==> src/rtl/cla_addsub_pipe_if.sv <==
// Valid/ready operand and result bundle for cla_addsub_pipe.
// master drives operands and out_ready; slave is the adder pipe.
interface cla_addsub_pipe_if #(
   parameter int WIDTH = 16
);
   logic             in_valid;
   logic             in_ready;
   logic [WIDTH-1:0] A;
   logic [WIDTH-1:0] B;
   logic             Cin;
   logic             control;
   logic             out_valid;
   logic             out_ready;
   logic [WIDTH-1:0] sum;
   logic             Cout;
   logic             overflow;
   logic             zero;

   modport master (
      output in_valid, A, B, Cin, control, out_ready,
      input  in_ready, out_valid, sum, Cout, overflow, zero
   );

   modport slave (
      input  in_valid, A, B, Cin, control, out_ready,
      output in_ready, out_valid, sum, Cout, overflow, zero
   );
endinterface

==> src/rtl/cla_addsub_pipe.sv <==
// Pipelined CLA add/sub: one GROUP-bit look-ahead block per stage.
// Define CLA_SAT_EN to clamp signed overflow to the signed limits.
module cla_addsub_pipe #(
   parameter int WIDTH = 16,
   parameter int GROUP = 4
) (
   input logic              clk,
   input logic              rst_n,
   cla_addsub_pipe_if.slave bus
);
   localparam int LAT = WIDTH / GROUP;

   logic             adv;
   logic             out_v;
   logic             cout_q;
   logic             ovf_q;
   logic             zero_q;
   logic [WIDTH-1:0] sum_q;

   // Flattened look-ahead: every carry is a sum of g/p products.
   function automatic logic [GROUP:0] cla(
      input logic [GROUP-1:0] g,
      input logic [GROUP-1:0] p,
      input logic             ci
   );
      logic [GROUP:0] c;
      logic           t;
      c    = '0;
      c[0] = ci;
      for (int i = 0; i < GROUP; i++) begin
         t = ci;
         for (int k = 0; k <= i; k++) t = t & p[k];
         c[i+1] = t;
         for (int j = 0; j <= i; j++) begin
            t = g[j];
            for (int k = j + 1; k <= i; k++) t = t & p[k];
            c[i+1] = c[i+1] | t;
         end
      end
      return c;
   endfunction

   assign adv          = ~out_v | bus.out_ready;
   assign bus.in_ready = adv;
   assign bus.out_valid = out_v;
   assign bus.sum      = sum_q;
   assign bus.Cout     = cout_q;
   assign bus.overflow = ovf_q;
   assign bus.zero     = zero_q;

   for (genvar k = 0; k < LAT; k++) begin : g_stage
      localparam int LO = k * GROUP;
      localparam int RW = WIDTH - LO;

      logic [RW-1:0]       xa;
      logic [RW-1:0]       xb;
      logic                xc;
      logic                xv;
      logic [GROUP-1:0]    gg;
      logic [GROUP-1:0]    gp;
      logic [GROUP-1:0]    gs;
      logic [GROUP:0]      c;
      logic [LO+GROUP-1:0] ns;

      // Subtraction inverts B once at entry; control is not carried.
      if (k == 0) begin : g_src
         assign xa = bus.A;
         assign xb = bus.B ^ {WIDTH{bus.control}};
         assign xc = bus.Cin;
         assign xv = bus.in_valid;
         assign ns = gs;
      end else begin : g_src
         assign xa = g_stage[k-1].g_reg.ra;
         assign xb = g_stage[k-1].g_reg.rb;
         assign xc = g_stage[k-1].g_reg.rc;
         assign xv = g_stage[k-1].g_reg.rv;
         assign ns = {gs, g_stage[k-1].g_reg.rs};
      end

      assign gg = xa[GROUP-1:0] & xb[GROUP-1:0];
      assign gp = xa[GROUP-1:0] ^ xb[GROUP-1:0];
      assign c  = cla(gg, gp, xc);
      assign gs = gp ^ c[GROUP-1:0];

      if (k < LAT - 1) begin : g_reg
         logic                rv;
         logic                rc;
         logic [RW-GROUP-1:0] ra;
         logic [RW-GROUP-1:0] rb;
         logic [LO+GROUP-1:0] rs;

         always_ff @(posedge clk) begin
            if (!rst_n) begin
               rv <= 1'b0;
               rc <= 1'b0;
               ra <= '0;
               rb <= '0;
               rs <= '0;
            end else if (adv) begin
               rv <= xv;
               rc <= c[GROUP];
               ra <= xa[RW-1:GROUP];
               rb <= xb[RW-1:GROUP];
               rs <= ns;
            end
         end
      end else begin : g_out
         logic             ovf;
         logic [WIDTH-1:0] fin;

         assign ovf = c[GROUP] ^ c[GROUP-1];

         // On overflow both operand MSBs agree and give the true sign.
         always_comb begin
            fin = ns;
`ifdef CLA_SAT_EN
            if (ovf) begin
               fin = xa[GROUP-1] ? {1'b1, {(WIDTH-1){1'b0}}}
                                 : {1'b0, {(WIDTH-1){1'b1}}};
            end
`endif
         end

         always_ff @(posedge clk) begin
            if (!rst_n) begin
               out_v  <= 1'b0;
               sum_q  <= '0;
               cout_q <= 1'b0;
               ovf_q  <= 1'b0;
               zero_q <= 1'b0;
            end else if (adv) begin
               out_v  <= xv;
               sum_q  <= fin;
               cout_q <= c[GROUP];
               ovf_q  <= ovf;
               zero_q <= (fin == '0);
            end
         end
      end
   end
endmodule
==> src/flat_wrapper.sv <==
// flat-port wrapper written by rule: the top's interface ports become plain ports
module cla_addsub_pipe_flat 
#(
   parameter int WIDTH = 16,
   parameter int GROUP = 4
)
  (clk, rst_n, bus_in_valid, bus_A, bus_B, bus_Cin, bus_control, bus_out_ready, bus_in_ready, bus_out_valid, bus_sum, bus_Cout, bus_overflow, bus_zero);
  cla_addsub_pipe_if #(.WIDTH(WIDTH)) bus_i ();
  input logic clk;
  input logic rst_n;
  input wire logic [$bits(bus_i.in_valid)-1:0] bus_in_valid;
  input wire logic [$bits(bus_i.A)-1:0] bus_A;
  input wire logic [$bits(bus_i.B)-1:0] bus_B;
  input wire logic [$bits(bus_i.Cin)-1:0] bus_Cin;
  input wire logic [$bits(bus_i.control)-1:0] bus_control;
  input wire logic [$bits(bus_i.out_ready)-1:0] bus_out_ready;
  output wire logic [$bits(bus_i.in_ready)-1:0] bus_in_ready;
  output wire logic [$bits(bus_i.out_valid)-1:0] bus_out_valid;
  output wire logic [$bits(bus_i.sum)-1:0] bus_sum;
  output wire logic [$bits(bus_i.Cout)-1:0] bus_Cout;
  output wire logic [$bits(bus_i.overflow)-1:0] bus_overflow;
  output wire logic [$bits(bus_i.zero)-1:0] bus_zero;
  assign bus_i.in_valid = bus_in_valid;
  assign bus_i.A = bus_A;
  assign bus_i.B = bus_B;
  assign bus_i.Cin = bus_Cin;
  assign bus_i.control = bus_control;
  assign bus_i.out_ready = bus_out_ready;
  assign bus_in_ready = bus_i.in_ready;
  assign bus_out_valid = bus_i.out_valid;
  assign bus_sum = bus_i.sum;
  assign bus_Cout = bus_i.Cout;
  assign bus_overflow = bus_i.overflow;
  assign bus_zero = bus_i.zero;
  cla_addsub_pipe #(.WIDTH(WIDTH), .GROUP(GROUP)) u_core (.clk(clk), .rst_n(rst_n), .bus(bus_i));
endmodule
==> config.mk <==
export PLATFORM = sky130hd
export DESIGN_NAME = cla_addsub_pipe_flat
export DESIGN_NICKNAME = d
export VERILOG_FILES = /design/src/rtl/cla_addsub_pipe_if.sv /design/src/rtl/cla_addsub_pipe.sv /design/src/flat_wrapper.sv
export SDC_FILE = /design/constraint.sdc
export NUM_CORES = 1
export LEC_CHECK = 0
export BUFFER_PORTS_ARGS = -buffer_cell sky130_fd_sc_hd__buf_2
export CAP_MARGIN = 25
export CORE_MARGIN = 2
export CORE_UTILIZATION = 40
export DETAILED_ROUTE_END_ITERATION = 10
export HOLD_SLACK_MARGIN = 0.06
export PLACE_DENSITY = 0.67
export SLEW_MARGIN = 20
export SYNTH_ARGS = -nofsm -noshare
export SYNTH_HDL_FRONTEND = slang
export SYNTH_SLANG_ARGS = --single-unit
==> constraint.sdc <==
create_clock -name clk -period 2.6 [get_ports clk]
set_clock_uncertainty 0.15 [all_clocks]
set_input_delay 0.13 -clock clk [delete_from_list [all_inputs] [get_ports clk]]
set_output_delay 0.13 -clock clk [all_outputs]
set_load 0.05 [all_outputs]
After elaboration in Yosys (flattened, before gate mapping)
Index checks and enable logic that the tools add are counted.
{ "totals": {"output_inout_bits": 21, "elab_cells": 117, "ff_bits": 98, "inputBits": 38} }
{ "op_classes": {"reduce_logical": 1, "n_bitwise": 96} }
{ "ops": {"columns": ["op", "n"], "rows": [
  ["bitwise OR 1 bit", 41],
  ["bitwise AND 1 bit", 40],
  ["XOR 4 bit", 8],
  ["bitwise AND 4 bit", 4],
  ["logical NOT 16 bit", 1],
  ["XOR 16 bit", 1],
  ["NOT 1 bit", 1],
  ["XOR 1 bit", 1]
]} }

Depth between registers and ports, before layout
{ "logic_depth": {"word_depth": 10, "depth_mapped": 9, "ltp_nobuf": 7} }

Worst setup path after synthesis
OpenSTA, ideal clock, no wires.
{ "synth_path": {"path_kind": "in2reg", "start": "input port bus_control", "end": "register u_core.g_stage[0].g_reg.rs[3]", "slack_ns": 0.415, "n_path_buf": 2, "setup_time_ns": 0.062, "t_arrival_ns": 1.973, "cell_stages": 9, "cell_sequence": "buf_2 > buf_2 > xor2_1 > ha_1 > ha_1 > o21a_1 > o21a_1 > or3_1 > nand3_1"} }
{ "synth_between": {"elab_chain_len": 9, "word_cells_on_any_way": 13} }
{ "synth_lines": {"columns": ["item", "line_no", "rtl"], "rows": [
  ["from (decl)", "flat_wrapper.sv:15", "input wire logic [$bits(bus_i.control)-1:0] bus_control;"],
  ["XOR 16 bit (*)", "cla_addsub_pipe.sv:68", "assign xb = bus.B ^ {WIDTH{bus.control}};"],
  ["XOR 4 bit", "cla_addsub_pipe.sv:81", "assign gp = xa[GROUP-1:0] ^ xb[GROUP-1:0];"],
  ["bitwise AND 1 bit (3 in series)", "cla_addsub_pipe.sv:32", "for (int k = 0; k <= i; k++) t = t & p[k];"],
  ["bitwise OR 1 bit (3 in series)", "cla_addsub_pipe.sv:37", "c[i+1] = c[i+1] | t;"],
  ["XOR 4 bit (*)", "cla_addsub_pipe.sv:83", "assign gs = gp ^ c[GROUP-1:0];"],
  ["to (signal assigned)", "cla_addsub_pipe.sv:104", "rs <= ns;"],
  ["to (decl)", "cla_addsub_pipe.sv:90", "logic [LO+GROUP-1:0] rs;"]
]} }
Every way passes the cells marked *; elsewhere a longest branch is shown, timed or not.
A chain may end at the register's enable or synchronous reset.

Final worst setup path
{ "layout_path": {"start": "register u_core.g_stage[2].g_reg.rb[0]", "end": "register u_core.sum_q[15] (netlist: u_core.bus.sum[15])"} }
{ "layout_between": {"elab_chain_len": 8, "word_cells_on_any_way": 11} }
{ "layout_lines": {"columns": ["item", "line_no", "rtl"], "rows": [
  ["from (decl)", "cla_addsub_pipe.sv:89", "logic [RW-GROUP-1:0] rb;"],
  ["from (signal assigned)", "cla_addsub_pipe.sv:103", "rb <= xb[RW-1:GROUP];"],
  ["XOR 4 bit", "cla_addsub_pipe.sv:81", null],
  ["bitwise AND 1 bit (3 in series)", "cla_addsub_pipe.sv:32", null],
  ["bitwise OR 1 bit (*) (3 in series)", "cla_addsub_pipe.sv:37", null],
  ["XOR 4 bit (*)", "cla_addsub_pipe.sv:83", null],
  ["to (signal assigned)", "cla_addsub_pipe.sv:133", "sum_q <= fin;"],
  ["to (decl)", "cla_addsub_pipe.sv:18", "logic [WIDTH-1:0] sum_q;"]
]} }
Marked as above.

==> results.py <==
metrics = {
    "place": {
        "dp.cells": 664,
        "hpwl_um": 5950,
        "place_ws_ns": 0.594,
        "routabilityCongestion": 0.810,
        "portBuffers": 58,
    },
    "floorplan": {
        "core-area_um2": 10700,
        "rows": 38,
        "die_area_um2": 11700,
        "dieWidth_um": 108,
        "io_pins": 59,
        "die_h_um": 108,
        "start_util_pct": 40.6,
    },
    "critical_path": {
        "cp_common_cell": "ha_1",
        "regToRegSetupSlack_ns": 0.59,
        "worst_r2r_path_depth": 6,
        "slowest_delay_ns": 0.40,
        "cp.required_ns": 2.71,
        "cp_slowest_cell": "or3_4",
        "end_kind": "flip-flop",
        "path_cells": "ha_1 -> ha_1 -> or3_4 -> a21oi_4 -> xnor2_1 -> a31o_1",
        "worst_r2r_startpoint": "u_core.g_stage[2].g_reg.rb[0]",
        "critPathMaxFanout": 4,
        "reg2reg_to": "u_core.bus.sum[15]",
        "crit_type": "flip-flop to flip-flop",
        "start_kind": "flip-flop",
        "cp_data_arrival_time_ns": 2.12,
    },
    "timing": {
        "whs_ns": 0.0971,
        "fmaxAchievable_ghz": 0.498,
        "final-setup-viol-count": 0,
        "finalSetupTns_ns": 0,
        "fin_crit_ns": 2.01,
        "tightestPinTransition_ns": 0.863,
        "relSlewSlack_pct": 42.4,
        "final_hold_viol_count": 0,
        "setup_ws_ns": 0.593,
        "period_share_pct": 77.2,
        "rsz0062_at_grt": "no",
        "slew_violations": 0,
    },
    "logic_synthesis": {
        "async_reset_ff_share_pct": 0,
        "syn-cell-area_um2": 4340,
        "synth_cell_type_count": 40,
        "yosysWarningCount": 0,
        "yosys_register_bits": 98,
        "synthCells": 491,
        "synth_edf_count": 0,
        "syn_nets": 553,
        "ys.flop_type": "dfxtp_1",
        "ys_seq_area_share_pct": 45.2,
        "avgSynthCellArea_um2": 8.84,
    },
    "worst_hold_path": {
        "holdCritPathClass": "primary input to flip-flop",
        "hold_start": "rst_n",
        "hold_path_depth": 2,
        "hold_end": "u_core.g_stage[0].g_reg.rb[11]",
    },
    "global_route": {
        "antenna_found_initial": 0,
        "globalRoute.totalOverflow": 0,
        "grt_pass1_wl_um": 14900,
        "grt_start_max_net_pins": 89,
        "grt_pass1_vias": 3210,
        "grt_use_total_pct": 16.1,
    },
    "detailed_routing": {
        "first_pass_iters": 4,
        "finalWirelength_um": 8770,
        "ant_nets": 0,
        "drt_iter0_drc": 120,
        "num_vias": 3409,
        "viasPerCell": 4.82,
        "drcViolationCount": 0,
        "drt-wirelength-per-cell_um": 12.4,
    },
    "cells_and_area": {
        "nets": 624,
        "num-fill-cells": 1018,
        "regArea_um2": 1960,
        "multi_input_area_um2": 2220,
        "area_delta_synth_final_pct": 19.7,
        "antennaDiodeCount": 0,
        "fin_cells": 707,
        "drive_above_1_share_pct": 15.3,
    },
    "clocking": {
        "root_buffer": "clkbuf_8",
        "clkTransAtPathRegs_ns": 0.09,
        "clk_latency_ns": 0.36,
        "cts_max_level": 3,
        "numCtsBuffers": 9,
        "cts_sinks": 98,
        "cts_max_path_buffers": 2,
        "cts_tree": "built",
    },
    "power_and_ir_drop": {
        "p_per_area_nw_per_um2": 583,
        "power_leakage_nw": 2.31,
        "peakVddDrop_mv": 0.279,
    },
    "run": {
        "cap_violations": 0,
    },
    "outcome": {
        "status": "completed",
    },
}
worst max-delay path by stage:
stage / startpoint / endpoint / slack (ns) / depth (start not counted)
final: u_core.g_stage[2].g_reg.rb[0] / u_core.bus.sum[15] / 0.59 / 6
after global routing: u_core.g_stage[2].g_reg.rb[0] / u_core.bus.sum[15] / 0.49 / 6
after CTS: u_core.g_stage[2].g_reg.rb[0] / u_core.bus.sum[15] / 0.58 / 6
after detailed placement: u_core.g_stage[2].g_reg.rb[0] / u_core.bus.sum[15] / 0.59 / 6
after global placement: u_core.g_stage[2].g_reg.rb[0] / u_core.bus.sum[15] / 0.64 / 6
after floorplan: bus_control / u_core.g_stage[0].g_reg.rs[3] / 0.42 / 9
kinds of logic (layout without fill, tap and decap cells):
logic type / count (synthesis) / count (layout) / share of synthesized area, %
xor gates and xnor gates: 21 / 21 / 4.24
AOI/OAI and AO/OA: 116 / 116 / 20.4
DFF: 98 / 98 / 45.2
buffers and inverters: 39 / 115 / 3.92
and+or+nand+nor: 193 / 193 / 18.7
adders and majority gates: 24 / 24 / 7.61
registers in the layout (all words and copies together), names as in the netlist:
register / cells
u_core.g_stage.g_reg.ra: 24
u_core.g_stage.g_reg.rb: 24
u_core.g_stage.g_reg.rs: 24
u_core.bus.sum: 16
u_core.g_stage.g_reg.rc: 3
u_core.g_stage.g_reg.rv: 3
u_core.bus.Cout: 1
u_core.bus.out_valid: 1
u_core.bus.overflow: 1
u_core.bus.zero: 1
synth_stat cells, types with 4 or more instances:
master    count  share of area, %
nand2_1     156                13
dfxtp_1      98                45
a21boi_1     61                11
ha_1         20               5.8
clkbuf_1     19               1.6
xnor2_1      17               3.4
o211a_1      16               3.7
buf_2        13               1.5
nand3_1      10               1.2
o21a_1        8               1.4
o21ai_0       8              0.92
a21boi_0      7               1.2
nor2_1        5              0.43
a21oi_1       4              0.46
fa_1          4               1.8
o21ai_1       4              0.46
or3_1         4              0.58
xor2_1        4              0.81
critical path, delay by kind of cell (launching register included):
family / cells / cell delay [ns]
AOI/OAI and AO/OA: 2 / 0.38
and+or+nand+nor: 1 / 0.40
DFF: 1 / 0.35
adders and majority gates: 2 / 0.51
xor gates and xnor gates: 1 / 0.11
where the power goes:
| group | leakage [nW] | internal [mW] | switching (mW) |
|---|---|---|---|
| clock | 0.0914 | 0.444 | 0.491 |
| sequential | 0.806 | 1.60 | 0.0600 |
| combinational | 1.42 | 0.210 | 0.226 |
layer usage:
layer | GRT usage, % | share of wire (%) | vias up
met5 | 0 | 0 | -
met4 | 7.78 | 2.1 | 0
met3 | 2.17 | 3.1 | 11
met2 | 25.5 | 45 | 56
met1 | 21.7 | 50 | 1559
li1 | - | - | 1783
metrics by stage:
stage / total power, mW / util, % / area, µm²
after global placement: 2.09 / 44.4 / 4750
final: 3.03 / 48.6 / 5200
after global routing: 3.18 / 48.6 / 5200
after CTS: 3.06 / 48.6 / 5200
after detailed placement: 2.10 / 44.4 / 4750
after floorplan: 1.98 / - / 4340
final cells by class:
cell class | count | share of cell area, %
clock buffer | 13 | 2.67
multi-input combinational | 354 | 42.7
inverter | 4 | 0.289
sequential | 98 | 37.8
tap | 140 | 3.37
timing repair buffer | 95 | 12.5
clock inverter | 3 | 0.771
repair_timing:
action,4_1_cts,5_1_grt
setup buffers,0,0
hold endpoints to repair,27,0
resized for setup,0,0
hold buffers,27,0
placed cells by master (no fill, tap or decap), types with 2 or more instances in the layout:
cell           instances
nand2_1              156
dfxtp_1               98
a21boi_1              61
buf_2                 58
dlygate4sd3_1         27
ha_1                  20
xnor2_1               17
o211a_1               16
nand3_1               10
clkbuf_8               9
buf_4                  9
o21a_1                 8
o21ai_0                8
a21boi_0               7
nor2_1                 5
xor2_1                 4
or3_1                  4
o21ai_1                4
a21oi_1                4
fa_1                   4
clkbuf_1               4
inv_1                  3
nor3_1                 3
o31ai_1                3
and2_1                 3
nor3b_1                3
clkinv_2               2
No activity file was read; power rests on OpenSTA's default activity.
